## config.mk

```make
export PLATFORM = sky130hd
export DESIGN_NAME = riscv_dmem_sched_flat
export DESIGN_NICKNAME = d
export VERILOG_FILES = /design/src/rtl/riscv_dmem_sched_pkg.sv /design/src/rtl/riscv_dmem_sched_if.sv /design/src/rtl/riscv_dmem_sched_ptag_fifo.sv /design/src/rtl/riscv_dmem_sched.sv /design/src/flat_wrapper.sv
export SDC_FILE = /design/constraint.sdc
export NUM_CORES = 1
export LEC_CHECK = 0
export BUFFER_PORTS_ARGS = -buffer_cell sky130_fd_sc_hd__buf_2
export CAP_MARGIN = 20
export CORE_MARGIN = 2
export CORE_UTILIZATION = 40
export CTS_CLUSTER_DIAMETER = 50
export DETAILED_ROUTE_END_ITERATION = 7
export GPL_ROUTABILITY_DRIVEN = 0
export PLACE_DENSITY = 0.68
export SLEW_MARGIN = 10
export SYNTH_ARGS = -nofsm -noshare
export SYNTH_HDL_FRONTEND = slang
export SYNTH_SLANG_ARGS = --single-unit
```

## constraint.sdc

```tcl
create_clock -name clk -period 2.8 [get_ports clk]
set_input_delay 0.28 -clock clk [delete_from_list [all_inputs] [get_ports clk]]
set_output_delay 0.28 -clock clk [all_outputs]
set_load 0.005 [all_outputs]
```

## src/rtl/riscv_dmem_sched_pkg.sv

```systemverilog
// riscv_dmem_sched_pkg: access-size encodings, scheduler states and per-access tag type
package riscv_dmem_sched_pkg;
  localparam logic [1:0] MEM_BYTE = 2'd0;
  localparam logic [1:0] MEM_HALF = 2'd1;
  localparam logic [1:0] MEM_WORD = 2'd2;
  typedef enum logic [1:0] {IDLE, BUSY, DRAIN} state_t;
  typedef struct packed {
    logic we;
    logic discard;
  } ptag_t;
  function automatic logic is_aligned(input logic [1:0] size, input logic [1:0] lsb);
    return size == MEM_BYTE || (size == MEM_HALF && !lsb[0]) || (size == MEM_WORD && lsb == 2'b00);
  endfunction
  function automatic logic [3:0] byte_en(input logic [1:0] size, input logic [1:0] lsb);
    return size == MEM_WORD ? 4'hF : (size == MEM_HALF ? 4'b0011 : 4'b0001) << lsb;
  endfunction
endpackage

```

## src/rtl/riscv_dmem_sched_if.sv

```systemverilog
// riscv_dmem_sched_if: data-bus request/grant plus in-order acknowledge channel
interface riscv_dmem_sched_if #(parameter int XLEN = 32);
  logic req, gnt, we, ack, err;
  logic [XLEN-1:0] adr, d, q;
  logic [XLEN/8-1:0] be;
  modport master(output req, adr, we, be, d, input gnt, ack, err, q);
  modport slave(input req, adr, we, be, d, output gnt, ack, err, q);
endinterface

```

## src/rtl/riscv_dmem_sched_ptag_fifo.sv

```systemverilog
// riscv_dmem_sched_ptag_fifo: in-order {we, discard} tag queue, one entry per granted access
module riscv_dmem_sched_ptag_fifo
  import riscv_dmem_sched_pkg::*;
#(parameter int PENDING = 2) (
  input  logic  clk,
  input  logic  rst,
  input  logic  push,
  input  logic  pop,
  input  ptag_t din,
  output ptag_t head
);
  localparam int AW = PENDING > 1 ? $clog2(PENDING) : 1;
  ptag_t mem [PENDING];
  logic [AW-1:0] rd, wr;
  function automatic logic [AW-1:0] nxt(input logic [AW-1:0] p);
    return p == AW'(PENDING - 1) ? '0 : p + AW'(1);
  endfunction
  always_ff @(posedge clk) begin
    if (rst) begin
      rd <= '0;
      wr <= '0;
    end else begin
      if (push) begin
        mem[wr] <= din;
        wr <= nxt(wr);
      end
      if (pop) rd <= nxt(rd);
    end
  end
  assign head = mem[rd];
endmodule

```

## src/rtl/riscv_dmem_sched.sv

```systemverilog
// riscv_dmem_sched: turns EX-stage loads/stores into data-bus transactions and generates the MEM stall
module riscv_dmem_sched
  import riscv_dmem_sched_pkg::*;
#(parameter int XLEN = 32, parameter int PENDING = 2) (
  input  logic                      clk,
  input  logic                      rst,
  input  logic                      ex_req,
  input  logic                      ex_bubble,
  input  logic                      ex_we,
  input  logic [1:0]                ex_size,
  input  logic [XLEN-1:0]           ex_adr,
  input  logic [XLEN-1:0]           ex_d,
  input  logic                      flush,
  riscv_dmem_sched_if.master        dmem,
  output logic                      mem_stall,
  output logic [XLEN-1:0]           mem_q,
  output logic                      mem_q_valid,
  output logic                      mem_misaligned,
  output logic                      mem_bus_err
);
  localparam int CW = $clog2(PENDING + 1);
  state_t state, state_n;
  logic [CW-1:0] cnt, cnt_n;
  logic load_pending, valid, aligned, capture, grant, ack, deliver, held_n, load_data;
  ptag_t head, tag;
  assign valid = ex_req && !ex_bubble && !flush;
  assign aligned = is_aligned(ex_size, ex_adr[1:0]);
  assign grant = dmem.req && dmem.gnt;
  assign ack = dmem.ack && cnt != '0;
  assign capture = valid && aligned && state != DRAIN && !dmem.req && cnt < CW'(PENDING) && !load_pending;
  // acks in DRAIN belong to squashed instructions; an ack coinciding with flush still counts
  assign deliver = ack && !head.discard && state != DRAIN;
  assign load_data = deliver && !head.we && !dmem.err;
  assign mem_stall = state != DRAIN && ((valid && aligned && !capture) || load_pending);
  assign held_n = capture || (dmem.req && !dmem.gnt);
  assign cnt_n = cnt + CW'(grant) - CW'(ack);
  assign tag = '{we: dmem.we, discard: flush || state == DRAIN};
  riscv_dmem_sched_ptag_fifo #(.PENDING(PENDING)) u_fifo (
    .clk, .rst, .push(grant), .pop(ack), .din(tag), .head
  );
  always_comb
    state_n = state == DRAIN ? (cnt == '0 && !dmem.req ? IDLE : DRAIN)
            : (flush && state == BUSY) ? DRAIN
            : (held_n || cnt_n != '0) ? BUSY : IDLE;
  always_ff @(posedge clk) begin
    if (rst) begin
      state <= IDLE;
      cnt <= '0;
      load_pending <= 1'b0;
      dmem.req <= 1'b0;
      dmem.adr <= '0;
      dmem.we <= 1'b0;
      dmem.be <= '0;
      dmem.d <= '0;
      mem_q <= '0;
      mem_q_valid <= 1'b0;
      mem_misaligned <= 1'b0;
      mem_bus_err <= 1'b0;
    end else begin
      state <= state_n;
      cnt <= cnt_n;
      load_pending <= (capture && !ex_we) || (load_pending && !(ack && !head.we));
      dmem.req <= held_n;
      if (capture) begin
        dmem.adr <= ex_adr;
        dmem.we <= ex_we;
        dmem.be <= byte_en(ex_size, ex_adr[1:0]);
        dmem.d <= ex_d;
      end
      if (load_data) mem_q <= dmem.q;
      mem_q_valid <= load_data;
      mem_misaligned <= valid && !aligned;
      mem_bus_err <= deliver && dmem.err;
    end
  end
  ack_needs_outstanding: assert property (@(posedge clk) disable iff (rst) !(dmem.ack && cnt == '0));
endmodule
```

## src/flat_wrapper.sv

```systemverilog
// flat-port wrapper written by rule: the top's interface ports become plain ports
module riscv_dmem_sched_flat import riscv_dmem_sched_pkg::*;
#(parameter int XLEN = 32, parameter int PENDING = 2)
  (clk, rst, ex_req, ex_bubble, ex_we, ex_size, ex_adr, ex_d, flush, mem_stall, mem_q, mem_q_valid, mem_misaligned, mem_bus_err, dmem_req, dmem_adr, dmem_we, dmem_be, dmem_d, dmem_gnt, dmem_ack, dmem_err, dmem_q);
  riscv_dmem_sched_if #(.XLEN(XLEN)) dmem_i ();
  input  logic clk;
  input  logic rst;
  input  logic ex_req;
  input  logic ex_bubble;
  input  logic ex_we;
  input  logic [1:0] ex_size;
  input  logic [XLEN-1:0] ex_adr;
  input  logic [XLEN-1:0] ex_d;
  input  logic flush;
  output logic mem_stall;
  output logic [XLEN-1:0] mem_q;
  output logic mem_q_valid;
  output logic mem_misaligned;
  output logic mem_bus_err;
  output wire logic [$bits(dmem_i.req)-1:0] dmem_req;
  output wire logic [$bits(dmem_i.adr)-1:0] dmem_adr;
  output wire logic [$bits(dmem_i.we)-1:0] dmem_we;
  output wire logic [$bits(dmem_i.be)-1:0] dmem_be;
  output wire logic [$bits(dmem_i.d)-1:0] dmem_d;
  input wire logic [$bits(dmem_i.gnt)-1:0] dmem_gnt;
  input wire logic [$bits(dmem_i.ack)-1:0] dmem_ack;
  input wire logic [$bits(dmem_i.err)-1:0] dmem_err;
  input wire logic [$bits(dmem_i.q)-1:0] dmem_q;
  assign dmem_req = dmem_i.req;
  assign dmem_adr = dmem_i.adr;
  assign dmem_we = dmem_i.we;
  assign dmem_be = dmem_i.be;
  assign dmem_d = dmem_i.d;
  assign dmem_i.gnt = dmem_gnt;
  assign dmem_i.ack = dmem_ack;
  assign dmem_i.err = dmem_err;
  assign dmem_i.q = dmem_q;
  riscv_dmem_sched #(.XLEN(XLEN), .PENDING(PENDING)) u_core (.clk(clk), .rst(rst), .ex_req(ex_req), .ex_bubble(ex_bubble), .ex_we(ex_we), .ex_size(ex_size), .ex_adr(ex_adr), .ex_d(ex_d), .flush(flush), .dmem(dmem_i), .mem_stall(mem_stall), .mem_q(mem_q), .mem_q_valid(mem_q_valid), .mem_misaligned(mem_misaligned), .mem_bus_err(mem_bus_err));
endmodule
```

==> flow_summary.yaml, run 1 <==
run_status:
  status: "complete, no violations"
route:
  num_vias: 4690
  drt_iter0_drc: 336
  ant_nets: 0
  post_drt_via_cell_ratio: 5.32
  drc: 0
  postRouteWirelength_um: 13200
  routedWlPerCell_um: 15.0
  dr.pass1.iters: 5
critical_path:
  crit_path_max_fanout: 5
  critical_path_class: "reg -> reg"
  arrival_ns: 2.52
  worstSetupStartpointType: "register"
  end_kind: "register"
  r2r_cells: 9
  reg2reg_from: "u_core.cnt[0]"
  regToRegSetupSlack_ns: 0.57
  required_ns: 3.10
  r2r-end: "u_core.state[0]"
power:
  p_leak_nw: 2.72
  power_density_nw_per_um2: 778
  peakVddDrop_mv: 0.547
place:
  place_hpwl_um: 8910
  place_area_sq_um: 5670
  io_buffers: 212
hold_path:
  holdPathStages: 3
  min_path_type: "in -> reg"
  hold_start: "ex_d[31]"
  whs_endpoint: "u_core.dmem.d[31]"
cells_and_area:
  final_util_pct: 57.3
  syn_to_final_growth_pct: 38.8
  final_area_sq_um: 6260
  multi_input_area_sq_um: 1910
  seqCellArea_sq_um: 2380
  fillers: 1013
  nNetsFinal: 836
  drive_gt1_share_pct: 35.5
synth:
  synth_flop_cell: "dfxtp_1"
  synth-edff-count: 4
  synth_common_cells: "dfxtp_1 (113), a21oi_1 (107), o21ai_0 (99)"
  ys_seq_area_share_pct: 52.8
  synth_most_common_cell: "dfxtp_1"
  synth_seq_cells: 117
  synth_warnings: 0
  synth_fp_nets: 646
  synth-async-reset-ratio_pct: 0
  synth_top_area_cell: "dfxtp_1"
  synthCells: 537
  syn_avg_cell_area_sq_um: 8.40
  synth_top_area_share_pct: 50.2
  synth_area_leaders: "dfxtp_1 (50%), a21oi_1 (12%), o21ai_0 (11%)"
  syn-cell-area_sq_um: 4510
  ys_types: 34
sta:
  setup_viol: 0
  relSlewSlack_pct: 28.9
  drv_slew: 0
  fin_skew_ns: 0.00726
  finalCritPeriodShare_pct: 79.5
  hold_viol_final: 0
  worstMarginPinSlew_ns: 1.06
  finalSetupTns_ns: 0
  max_freq_mhz: 449
  rsz0062_at_grt: "false"
  layout_min_cycle_time_ns: 2.23
global_route:
  antenna_found_initial: 0
  first_global_vias: 4409
  grt_usage_pct: 21.6
  overflow: 0
  grt_max_degree: 64
  grt_pass1_wl_um: 20500
clock_tree:
  cts.sinks: 117
  cts_tree: "yes"
  clk_path_buf_depth: 2
  root_buffer: "clkbuf_16"
  cts-buffers-inserted: 17
  clkTransAtPathRegs_ns: 0.05
  ctsHoldBuffers: 0
  cts_setup_buffers: 0
  cts_resized: 0
  htree_levels: 4
  clock_latency_ns: 0.40
floorplanning:
  die-area_sq_um: 12100
  start_util_pct: 41.2
  die_y_um: 110
  coreArea_sq_um: 10900
  pin_count: 213
  rows: 38
  die_x_um: 110
run:
  maxCapViolations: 0
sequential cells by signal, indices dropped and copies added, names as in the netlist, 2 cells and up, named ones only:
register and flops:
u_core.cnt 2, u_core.dmem.adr 32, u_core.dmem.be 4, u_core.dmem.d 32, u_core.mem_q 32, u_core.state 2, u_core.u_fifo.mem 4
power by group:
| group | switching, mW | internal [mW] |
|---|---|---|
| Combinational | 0.615 | 0.279 |
| Sequential | 0.0515 | 1.76 |
| Clock | 0.723 | 1.44 |
| Total | 1.39 | 3.48 |
cell type report:
class	count	share of cell area, %
Sequential cell	117	38.0
Multi-Input combinational cell	358	30.5
Timing Repair Buffer	227	18.8
Clock buffer	23	7.47
Tap cell	140	2.80
Clock inverter	9	2.00
Inverter	6	0.360
Antenna cell	1	0.0400
critical path, cell delays in order, from the launching register on:
cell and delay, ns:
dfxtp_1 0.32, o21ai_1 0.42, inv_1 0.09, ha_1 0.30, inv_1 0.06, ha_1 0.17, xor2_1 0.22, xnor2_1 0.18
o2111ai_1 0.14, and3_1 0.22
placed cells by master, fill, tap and decap left out, types with 2 or more instances in the layout:
cell	Yosys	layout
inv_1	6	6
edfxtp_1	4	4
nor3b_1	2	2
clkinv_2	0	4
or3_1	3	2
nand2_1	2	2
nor2_1	10	10
nor2b_1	3	3
buf_4	0	16
xor2_1	3	3
a211oi_1	3	2
dfxtp_1	113	113
and3_1	2	2
buf_2	11	211
clkbuf_16	0	17
ha_1	2	2
clkbuf_8	0	2
bufinv_16	0	3
a21oi_1	107	107
nand3_1	97	97
nor3_1	7	6
nand2b_1	3	3
nor4_1	2	2
o21ai_0	99	99
clkbuf_1	44	4
per-layer routing:
layer	vias to the layer above	track usage [%]	routed length [um]
met5	-	0	0
met4	0	10.2	250
met3	18	6.58	870
met2	171	36.7	6790
met1	2203	24.9	5320
li1	2298	-	-
through the flow:
stage	power, mW	cells	worst slack, ns	hold WS [ns]
6_report	4.87	881	0.575	0.122
5_1_grt	5.09	880	0.405	0.116
4_1_cts	4.91	880	0.598	0.105
3_5_place_dp	2.74	848	0.602	0.463
3_3_place_gp	2.71	848	0.702	0.458
2_1_floorplan	2.41	537	0.955	0.426
how the worst max path moves through the flow:
stage                        from                end  slack [ns]  depth (start not counted)
global route        u_core.cnt[0]    u_core.state[0]        0.41                          9
finish              u_core.cnt[0]    u_core.state[0]        0.57                          9
CTS                 u_core.cnt[0]    u_core.state[0]        0.60                          9
global placement    u_core.cnt[1]  u_core.dmem.be[0]        0.70                          5
floorplan           u_core.cnt[0]    u_core.state[0]        0.96                          9
detailed placement  u_core.cnt[0]    u_core.state[0]        0.60                          9
cell families after synthesis:
family / Yosys count / share of synthesized area (%)
DFF: 117 / 52.8
buffers and inverters: 62 / 5.63
adders and majority gates: 2 / 0.555
and+or+nand+nor: 136 / 15.5
AOI/OAI and AO/OA: 215 / 24.4
xor gates and xnor gates: 4 / 0.777
muxes: 1 / 0.250
No activity file was read; power rests on OpenSTA's default activity.
==> run 2: changes to the inputs <==
--- a/config.mk
+++ b/config.mk
@@ -5,6 +5,7 @@
 export SDC_FILE = /design/constraint.sdc
 export NUM_CORES = 1
 export LEC_CHECK = 0
+export ABC_AREA = 1
 export BUFFER_PORTS_ARGS = -buffer_cell sky130_fd_sc_hd__buf_2
 export CAP_MARGIN = 20
 export CORE_MARGIN = 2
@@ -12,7 +13,7 @@
 export CTS_CLUSTER_DIAMETER = 50
 export DETAILED_ROUTE_END_ITERATION = 7
 export GPL_ROUTABILITY_DRIVEN = 0
-export PLACE_DENSITY = 0.68
+export PLACE_DENSITY = 0.67
 export SLEW_MARGIN = 10
 export SYNTH_ARGS = -nofsm -noshare
 export SYNTH_HDL_FRONTEND = slang
==> constraint.sdc (replaced) <==
create_clock -name clk -period 2.2 [get_ports clk]
set_input_delay 0.22 -clock clk [delete_from_list [all_inputs] [get_ports clk]]
set_output_delay 0.22 -clock clk [all_outputs]
set_load 0.005 [all_outputs]
==> flow_summary.yaml, run 2 <==
sta:
  finalSetupTns_ns: 0
  worstMarginPinSlew_ns: 0.560
  drv_slew: 0
  hold_viol_final: 0
  max_freq_mhz: 590
  layout_min_cycle_time_ns: 1.70
  finalCritPeriodShare_pct: 77.1
  fin_skew_ns: 0.00601
  relSlewSlack_pct: 62.6
  setup_viol: 0
  rsz0062_at_grt: "false"
global_route:
  first_global_vias: 4230
  grt_max_degree: 48
  grt_pass1_wl_um: 20400
  antenna_found_initial: 0
  overflow: 0
  grt_usage_pct: 19.1
clock_tree:
  clkTransAtPathRegs_ns: 0.05
  cts-buffers-inserted: 17
  clk_path_buf_depth: 2
  cts_resized: 0
  htree_levels: 4
  cts_setup_buffers: 0
  cts_tree: "yes"
  clock_latency_ns: 0.40
  root_buffer: "clkbuf_16"
  ctsHoldBuffers: 0
  cts.sinks: 117
critical_path:
  required_ns: 2.50
  end_kind: "register"
  crit_path_max_fanout: 4
  worstSetupStartpointType: "register"
  arrival_ns: 1.99
  critical_path_class: "reg -> reg"
  regToRegSetupSlack_ns: 0.50
synth:
  synth_seq_cells: 117
  synth_top_area_share_pct: 44.1
  synth_common_cells: "nor2_1 (213), nand2_1 (131), dfxtp_1 (113)"
  synth_warnings: 0
  ys_seq_area_share_pct: 46.4
  synth-async-reset-ratio_pct: 0
  synth-edff-count: 4
  synth_most_common_cell: "nor2_1"
  synth_area_leaders: "dfxtp_1 (44%), nor2_1 (16%), nand2_1 (9.6%)"
  synth_fp_nets: 839
  synthCells: 730
  syn-cell-area_sq_um: 5130
  synth_top_area_cell: "dfxtp_1"
  ys_types: 25
  synth_flop_cell: "dfxtp_1"
  syn_avg_cell_area_sq_um: 7.03
power:
  swShare_pct: 25.8
  clockPowerShare_pct: 44.7
  finalPower_mw: 5.83
  peakVddDrop_mv: 0.431
  power_density_nw_per_um2: 850
  p_leak_nw: 3.65
  p_switching_mw: 1.51
  pwr-share-comb_pct: 15.8
  internal_power_mw: 4.32
  seqPwrFrac_pct: 39.5
route:
  drc: 0
  post_drt_via_cell_ratio: 4.54
  drt_iter0_drc: 254
  num_vias: 5035
  dr.pass1.iters: 4
  postRouteWirelength_um: 13300
  routedWlPerCell_um: 12.0
  ant_nets: 0
floorplanning:
  start_util_pct: 40.8
  die_y_um: 117
  die_x_um: 117
  die-area_sq_um: 13800
  rows: 41
  coreArea_sq_um: 12600
  pin_count: 213
cells_and_area:
  seqCellArea_sq_um: 2380
  drive_gt1_share_pct: 28.2
  final_area_sq_um: 6860
  diodes: 0
  syn_to_final_growth_pct: 33.6
  final_util_pct: 54.6
  layout_top_registers: "u_core.dmem.adr x32, u_core.dmem.d x32, u_core.mem_q x32"
  nNetsFinal: 1035
  layout.cells.non_filler: 1108
  multi_input_area_sq_um: 2160
  fillers: 1284
  final_cell_mix: "nor2_1 (212), buf_2 (212), nand2_1 (131), dfxtp_1 (113), inv_1 (85)"
place:
  place_area_sq_um: 6300
  io_buffers: 212
  place_hpwl_um: 9040
  dp.cells: 1079
run_status:
  status: "complete, no violations"
run:
  maxCapViolations: 0
hold_path:
  min_path_type: "in -> reg"
run 2: critical path, stage by stage, from the launching register on:
cell	delay, ns
dfxtp_1	0.35
inv_1	0.06
nand2_1	0.11
nand2_1	0.08
inv_1	0.11
ha_1	0.24
inv_1	0.06
ha_1	0.15
inv_1	0.04
nand2_1	0.07
nand2_1	0.05
nor2_1	0.09
nand3_1	0.08
nand2_1	0.07
inv_1	0.04
run 2: logic make-up after synthesis:
group                      synth area share, %
and+or+nand+nor                           39.8
buffers and inverters                     11.7
AOI/OAI and AO/OA                         1.56
DFF                                       46.4
adders and majority gates                0.487
run 2: path summary, 6_finish.rpt:
kind,startpoint,end,depth (start not counted)
worst max-delay path,u_core.cnt[1],u_core.state[0],14
worst min register to register,u_core.u_fifo.rd,u_core.u_fifo.rd,1
worst max register to register,u_core.cnt[1],u_core.state[0],14
worst min-delay path,ex_bubble,u_core.mem_misaligned,2
run 2: cell type report:
| cell class | count | area share [%] |
|---|---|---|
| Clock buffer | 24 | 7.02 |
| Timing Repair Buffer | 226 | 17.6 |
| Sequential cell | 117 | 34.7 |
| Clock inverter | 5 | 1.09 |
| Tap cell | 172 | 3.14 |
| Multi-Input combinational cell | 473 | 31.5 |
| Inverter | 91 | 5.00 |
run 2: power groups by stage:
stage | Combinational [mW] | Clock [mW] | Sequential (mW)
5_1_grt | 1.04 | 2.77 | 2.31
3_3_place_gp | 0.926 | 0 | 2.34
4_1_cts | 0.930 | 2.68 | 2.30
6_report | 0.922 | 2.61 | 2.30
3_5_place_dp | 0.927 | 0 | 2.34
2_1_floorplan | 0.589 | 0 | 2.35
run 2: per-layer routing:
metal | track usage (%) | routed length [um]
met1 | 23.7 | 6000
met2 | 29.4 | 5810
met3 | 8.08 | 1350
met4 | 7.29 | 179
met5 | 0 | 0
run 2: metrics by stage:
| stage | setup WS, ns | hold WS (ns) |
|---|---|---|
| 2_1_floorplan | 0.696 | 0.298 |
| 3_3_place_gp | 0.516 | 0.443 |
| 3_5_place_dp | 0.501 | 0.445 |
| 4_1_cts | 0.492 | 0.0144 |
| 5_1_grt | 0.279 | 0.0173 |
| 6_report | 0.504 | 0.0360 |
